`config.mk`:
```
export PLATFORM = sky130hd
export DESIGN_NAME = read_port_sched
export DESIGN_NICKNAME = d
export VERILOG_FILES = /design/src/rtl/read_port_sched.sv
export SDC_FILE = /design/constraint.sdc
export NUM_CORES = 1
export LEC_CHECK = 0
export BUFFER_PORTS_ARGS = -buffer_cell sky130_fd_sc_hd__buf_2
export CORE_AREA = 5 5 84 86
export DETAILED_ROUTE_END_ITERATION = 8
export DIE_AREA = 0 0 89 91
export GPL_ROUTABILITY_DRIVEN = 0
export SLEW_MARGIN = 10
export SYNTH_ARGS = -nofsm -noshare
export SYNTH_HDL_FRONTEND = slang
export SYNTH_SLANG_ARGS = --single-unit
```
`constraint.sdc`:
```
create_clock -name clk -period 3.2 [get_ports clk]
set_input_delay 0.32 -clock clk [delete_from_list [all_inputs] [get_ports clk]]
set_output_delay 0.32 -clock clk [all_outputs]
set_load 0.01 [all_outputs]
```
`src/rtl/read_port_sched.sv`:
```
// Decode-to-regfile read-port scheduler: a single holding stage that picks the read-port
// fields and gates issue on RAW hazards using per-register pending-write counters.

module read_port_sched_cnt #(
  parameter int CNT_W = 2
) (
  input  logic             clk,
  input  logic             rst_n,
  input  logic             inc,
  input  logic             dec,
  output logic [CNT_W-1:0] cnt,
  output logic             err
);
  // Underflow is flagged and never wraps. Overflow cannot occur because the hazard check holds issue back.
  assign err = dec & (cnt == '0);

  always_ff @(posedge clk or negedge rst_n)
    if (!rst_n)                 cnt <= '0;
    else if (inc & ~dec)        cnt <= cnt + 1'b1;
    else if (dec & ~inc & ~err) cnt <= cnt - 1'b1;
endmodule

module read_port_sched #(
  parameter int AW    = 3,
  parameter int OPW   = 6,
  parameter int CNT_W = 2
) (
  input  logic           clk,
  input  logic           rst_n,
  input  logic           in_valid,
  output logic           in_ready,
  input  logic [OPW-1:0] in_opcode,
  input  logic [AW-1:0]  in_r1,
  input  logic [AW-1:0]  in_r2,
  input  logic [AW-1:0]  in_r3,
  input  logic [AW-1:0]  in_dst,
  input  logic           in_dst_we,
  output logic           out_valid,
  input  logic           out_ready,
  output logic [1:0]     out_sel,
  output logic [AW-1:0]  out_rd_a,
  output logic [AW-1:0]  out_rd_b,
  output logic [OPW-1:0] out_opcode,
  output logic [AW-1:0]  out_dst,
  output logic           out_dst_we,
  input  logic           wb_valid,
  input  logic [AW-1:0]  wb_reg,
  output logic           hazard_stall,
  output logic           sb_err
);
  localparam int NREG = 1 << AW;
  localparam logic [CNT_W-1:0] CMAX = '1;

  typedef struct packed {
    logic [1:0]     sel;
    logic [AW-1:0]  rd_a;
    logic [AW-1:0]  rd_b;
    logic [OPW-1:0] op;
    logic [AW-1:0]  dst;
    logic           we;
  } req_t;

  req_t q, d;
  logic held, alive, hazard, issue, accept;
  logic [NREG-1:0][CNT_W-1:0] cnt;
  logic [NREG-1:0]            inc, dec, err;

  function automatic logic [1:0] sel_dec(input logic [OPW-1:0] op);
    logic [1:0] s;
    s = 2'b00;
    case (op[5:4])
      2'b00: if (op[1:0] == 2'b11) s = 2'b01;
      2'b10: s = 2'b10;
      2'b11:
        case (op[3:0])
          4'b1001, 4'b1010: s = 2'b01;
          4'b1100, 4'b1110: s = 2'b10;
          default: s = 2'b00;
        endcase
      default: s = 2'b00;
    endcase
    return s;
  endfunction

  always_comb begin
    d     = '0;
    d.sel = sel_dec(in_opcode);
    d.op  = in_opcode;
    d.dst = in_dst;
    d.we  = in_dst_we;
    case (d.sel)
      2'b01:   begin d.rd_a = in_r1; d.rd_b = in_r2; end
      2'b10:   begin d.rd_a = in_r2; d.rd_b = in_r1; end
      default: begin d.rd_a = in_r2; d.rd_b = in_r3; end
    endcase
  end

  // Counts are used registered: a writeback frees a hazard only from the following cycle.
  assign hazard = (cnt[q.rd_a] != '0) | (cnt[q.rd_b] != '0) | (q.we & (cnt[q.dst] == CMAX));
  assign out_valid    = held & ~hazard;
  assign hazard_stall = held & hazard;
  assign issue        = out_valid & out_ready;
  assign in_ready     = alive & (~held | issue);
  assign accept       = in_valid & in_ready;

  assign out_sel    = q.sel;
  assign out_rd_a   = q.rd_a;
  assign out_rd_b   = q.rd_b;
  assign out_opcode = q.op;
  assign out_dst    = q.dst;
  assign out_dst_we = q.we;

  always_ff @(posedge clk or negedge rst_n)
    if (!rst_n) begin
      held  <= 1'b0;
      alive <= 1'b0;
      q     <= '0;
    end else begin
      alive <= 1'b1;
      if (accept) begin
        held <= 1'b1;
        q    <= d;
      end else if (issue) begin
        held <= 1'b0;
      end
    end

  for (genvar g = 0; g < NREG; g++) begin : g_sb
    assign inc[g] = issue & q.we & (q.dst == AW'(g));
    assign dec[g] = wb_valid & (wb_reg == AW'(g));
    read_port_sched_cnt #(.CNT_W(CNT_W)) u_cnt (
      .clk(clk), .rst_n(rst_n), .inc(inc[g]), .dec(dec[g]), .cnt(cnt[g]), .err(err[g])
    );
  end

  always_ff @(posedge clk or negedge rst_n)
    if (!rst_n)    sb_err <= 1'b0;
    else if (|err) sb_err <= 1'b1;
endmodule

```
# After elaboration in Yosys (flattened, before gate mapping)
# Index checks and enable logic that the tools add are counted.
# word_totals
regBits,37
in_bits,27
# classes
add_sub_neg,16
order_cmp,3
n_eq_ne,24
n_mux,28
bitwise_logic,84
reduce_logical,25
# ops
cell,count
$and 1x1->1,55
$mux 2,19
$not 1->1,26
$eq 3x3->1 const B,8
$reduce_bool 2->1,11
$bmux 2 s3,3
$logic_not 2->1,9
$add 2x1->2 const B,8
$eq 4x4->1 const B,4
$sub 2x1->2 const B,8
$eq 3x2->1 const B,4
$lt 3x4->1 const B,3
$pmux 6 s2,1
$eq 2x2->1 const B,5
$reduce_or 8->1,1
$eq 3x1->1 const B,2
$logic_not 3->1,2
$pmux 2 s3,1
$pmux 2 s2,1
$reduce_or 2->1,2
$mux 1,3
$or 1x1->1,3
$eq 2x1->1 const B,1

# Longest topological paths before layout
# logic_depth
ltp_word,15
depth_mapped,9
depth_no_buf,9

# By module
# From an unflattened synthesis, not the netlist that was laid out.
# unflattened
hier_cells,266
area_unflattened_um2,2496.1
# modules_own_cells
mod,instances,cells_per_inst,area_each_um2,seq_area_each_um2
read_port_sched,1,162,1535.2,525.5
read_port_sched_cnt,8,13,120.1,50.0

# Least setup slack after synthesis
# No wires, ideal clock.
# synth_timing
kind,reg2reg
start,reg q (netlist bit out_rd_a[0])
end,reg q (netlist bit out_opcode[0])
setup_time_ns,0.125
arrival_time_ns,2.312
t_required_ns,3.075
slack_ns,0.763
stages_incl_launch_ff,9
n_path_buf,2
period_less_slack_ns,2.437
path_cell_list,dfrtp_1 -> buf_2 -> nor3_1 -> a21oi_1 -> mux4_2 -> a211oi_4 -> a41oi_4 -> buf_6 -> mux2_4
# synth_between
elab_chain_cells,11
# synth_rtl
element,line,text
"start, declared",63,"req_t q, d;"
"start signal, assigned",117,q <= '0;
"start signal, assigned",122,q <= d;
$bmux 2 s3,99,assign hazard = (cnt[q.rd_a] != '0) | (cnt[q.rd_b] != '0) | (q.we & (cnt[q.dst] == CMAX));
$mux 2 (not written as such),99,
$reduce_bool 2->1,99,
$or 1x1->1 (2 in a row),99,
$not 1->1,100,assign out_valid = held & ~hazard;
$and 1x1->1,100,
$and 1x1->1,102,assign issue = out_valid & out_ready;
$or 1x1->1,103,assign in_ready = alive & (~held | issue);
$and 1x1->1,103,
$and 1x1->1,104,assign accept = in_valid & in_ready;
# No other way between the ends. The select of a mux whose other input is x is not followed.
# A chain may end at the register's enable or synchronous reset.

# Worst setup path in the final report
# layout_timing
start,reg q (netlist bit out_rd_a[0])
end,out in_ready
# layout_between
elab_chain_cells,10
# layout_rtl
element,line,text
$bmux 2 s3,99,
$mux 2 (not written as such),99,
$reduce_bool 2->1,99,
$or 1x1->1 (2 in a row),99,
$not 1->1,100,
$and 1x1->1,100,
$and 1x1->1,102,
$or 1x1->1,103,
$and 1x1->1,103,
"end, declared",31,"output logic in_ready,"
# No other way between the ends. The select of a mux whose other input is x is not followed.

==> flow_summary.toml <==
[status]
status = "finished clean"

[yosys]
ys_seq_area_share_pct = 38.82
yosys.area.top_type = "dfrtp_1"
syn-cell-area_um2 = 2385
yosysWarnings = 0
synth_top_cell_area_share_pct = 38.82
avgSynthCellArea_um2 = 9.895
synth-seq-cells = 37
synth.distinct_cells = 42
synthCells = 241
synthTopCellsByArea = "dfrtp_1 39%, mux2_4 6.3%, a22oi_1 4.1%"
syn_nets = 270

[clocking]
cts_tree = "built"
hold_buffers = 0
cts_setup_buffers = 0
clk_latency_ns = 0.29
cts.sinks = 37
cts_buffers = 5
cts.clk_slew.worst_paths_ns = 0.08
clk_path_buf_depth = 2
cts_resized = 0
cts-root-buf = "clkbuf_8"
h-tree-depth = 2

[timing]
worst_slew_pin_slew_ns = 0.8291
setup_violations = 0
relSlewSlack_pct = 44.73
slew_violations = 0
tns_ns = 0
rsz0062_at_grt = "no"
hold_viol = 0
post-route-period-util_pct = 87.61
min_period_ns = 2.804
hold_ws_ns = 0.1279
fmax_mhz = 356.7
clock_skew_ns = 0.008423

[detailed_routing]
wl_per_cell_um = 14.54
dr.pass1.iters = 4
via_count = 1946
wirelength_mm = 5.262
drtIter0Drc = 164
viasPerCell = 5.376
ant_nets = 0
drc_errors = 0

[setup_path]
cp-end-kind = "output pin"
start_kind = "flop"
cp_cell_sequence = "nor3_1 > a21oi_1 > mux4_2 > a211oi_4 > a21boi_0 > nor2b_1 > buf_2"
regToRegStartpoint = "out_dst[1]$_DFFE_PN0P_"
cp_data_arrival_time_ns = 2.48
slowest_delay_ns = 0.64
worstSetupPathType = "reg2out"
r2r_setup_slack_ns = 0.41
slowest_stage = "mux4_2"
r2r_cells = 5
crit_required_ns = 2.88
crit_fanout = 13
r2r_end = "out_rd_b[2]$_DFFE_PN0P_"

[power_and_ir_drop]
power_density_nw_per_um2 = 856.7
seqPwrFrac_pct = 40.8
pwr-share-clk_pct = 14.1
finalPower_uw = 2365
leakage_uw = 0.001166
internal-power_uw = 1391
ir_worst_vdd_v = 0.0003526
switchingPower_uw = 974.0
p_sw_share_pct = 41.19
comb_power_share_pct = 45.0

[floorplan]
die_width_um = 89
die_h_um = 91
die_area_um2 = 8099
row_count = 29
start_util_pct = 38.44
core-area_um2 = 6205
ios = 49

[layout]
finalNetCount = 314
syn2layout_area_growth_pct = 15.74
drive_above_1_share_pct = 30.18
multi_input_area_um2 = 1393
final_core_util_pct = 44.48
fill_cells = 593
seq_area_um2 = 925.9
antenna_cells = 0

[global_routing]
grt_pass1_wl_mm = 8.956
first_global_vias = 1959
grt_overflow_total = 0
antenna_found_initial = 0
gr-usage-all-layers_pct = 13.93
grt_max_degree = 38

[place]
dpl.hpwl_mm = 4.002
port_buffers = 48

[job]
cap_violations = 0

[hold_path]
hp-class = "in2async"
==> per-stage QoR <==
step | setup WS [ns] | cells | cell area (µm²)
2_1_floorplan | 0.7630 | 241 | 2385
3_3_place_gp | 0.4418 | 355 | 2670
3_5_place_dp | 0.3945 | 355 | 2670
4_1_cts | 0.3882 | 362 | 2760
5_1_grt | 0.2040 | 362 | 2760
6_report | 0.3963 | 362 | 2760
==> cell usage after synthesis, drive strengths merged <==
cell type,n
and3,1
nor3b,4
a21bo,3
o21ai,11
a22o,6
nand4b,6
and3b,2
a22oi,13
nand3,9
nand3b,2
mux4,4
a41oi,1
nor3,11
a21boi,1
nand4,4
or2,1
conb,1
nand2b,1
or3,8
ha,2
xnor2,8
buf,5
o21bai,3
mux2,18
dfrtp,37
nor2,15
a211oi,1
o21ba,2
nand2,23
a21oi,12
and2,2
nor4,4
nor2b,7
inv,4
or3b,1
mux2i,1
clkbuf,6
a221oi,1
==> worst max-delay path by stage <==
stage                             from                         to  slack [ns]  cells past startpoint
3_5_place_dp    out_dst[1]$_DFFE_PN0P_     out_dst[0]$_DFFE_PN0P_        0.39                      5
6_report       out_rd_a[0]$_DFFE_PN0P_                   in_ready        0.40                      7
2_1_floorplan  out_rd_a[0]$_DFFE_PN0P_  out_opcode[0]$_DFFE_PN0P_        0.76                      8
5_1_grt        out_rd_a[0]$_DFFE_PN0P_                   in_ready        0.20                      7
3_3_place_gp    out_dst[1]$_DFFE_PN0P_    out_rd_a[2]$_DFFE_PN0P_        0.44                      5
4_1_cts         out_dst[1]$_DFFE_PN0P_    out_rd_b[2]$_DFFE_PN0P_        0.39                      5
==> area by class of cell <==
class | instances | share of cell area [%]
multi-input combinational | 189 | 50.45
sequential | 37 | 33.54
timing repair buffer | 48 | 8.704
tap | 77 | 3.490
clock buffer | 6 | 2.992
inverter | 4 | 0.5440
clock inverter | 1 | 0.2720
==> power by group through the flow <==
stage	Sequential, µW	Combinational, µW	Clock (µW)
2_1_floorplan	927	792	0
3_3_place_gp	968	1060	0
3_5_place_dp	973	1070	0
4_1_cts	967	1080	347
5_1_grt	1010	1180	368
6_report	966	1060	334
==> layout by cell type (no fill, tap or decap), drive strengths merged, types with 6 or more instances in the layout <==
cell type and instances:
a21oi 12, a22o 6, a22oi 13, buf 48
clkbuf 6, dfrtp 37, mux2 18, nand2 23
nand3 9, nand4b 6, nor2 15, nor2b 7
nor3 11, o21ai 11, or3 8, xnor2 8
==> routing by layer <==
metal / vias up / track usage [%] / share of wire (%)
met5: - / 0 / 0
met4: 0 / 4.094 / 1.2
met3: 8 / 4.706 / 5.3
met2: 41 / 21.16 / 45
met1: 918 / 18.82 / 48
li1: 979 / - / -
==> worst max-delay path: cells and delay by family (launching register included) <==
family / cells / cell delay [ns]
AND/OR/NAND/NOR: 2 / 0.34
buffers and inverters: 1 / 0.14
AO/OA/AOI/OAI: 3 / 0.57
flip-flops: 1 / 0.50
multiplexers: 1 / 0.64
==> sequential cells by signal, summed over array words and instances, names as in the netlist <==
register	cells
g_sb.u_cnt.cnt	16
out_opcode	6
out_dst	3
out_rd_a	3
out_rd_b	3
out_sel	2
alive	1
held	1
out_dst_we	1
sb_err	1
==> kinds of logic (layout without fill, tap and decap cells) <==
group	after synthesis	count (layout)	synth area share (%)
simple gates	101	101	23.14
fa+ha+maj	2	2	1.049
flops	37	37	38.82
other cells	1	1	0.1572
buf+inv	15	59	2.781
compound gates	54	54	16.84
xor+xnor	8	8	2.938
mux	23	23	14.27
No activity file was read; power rests on OpenSTA's default activity.
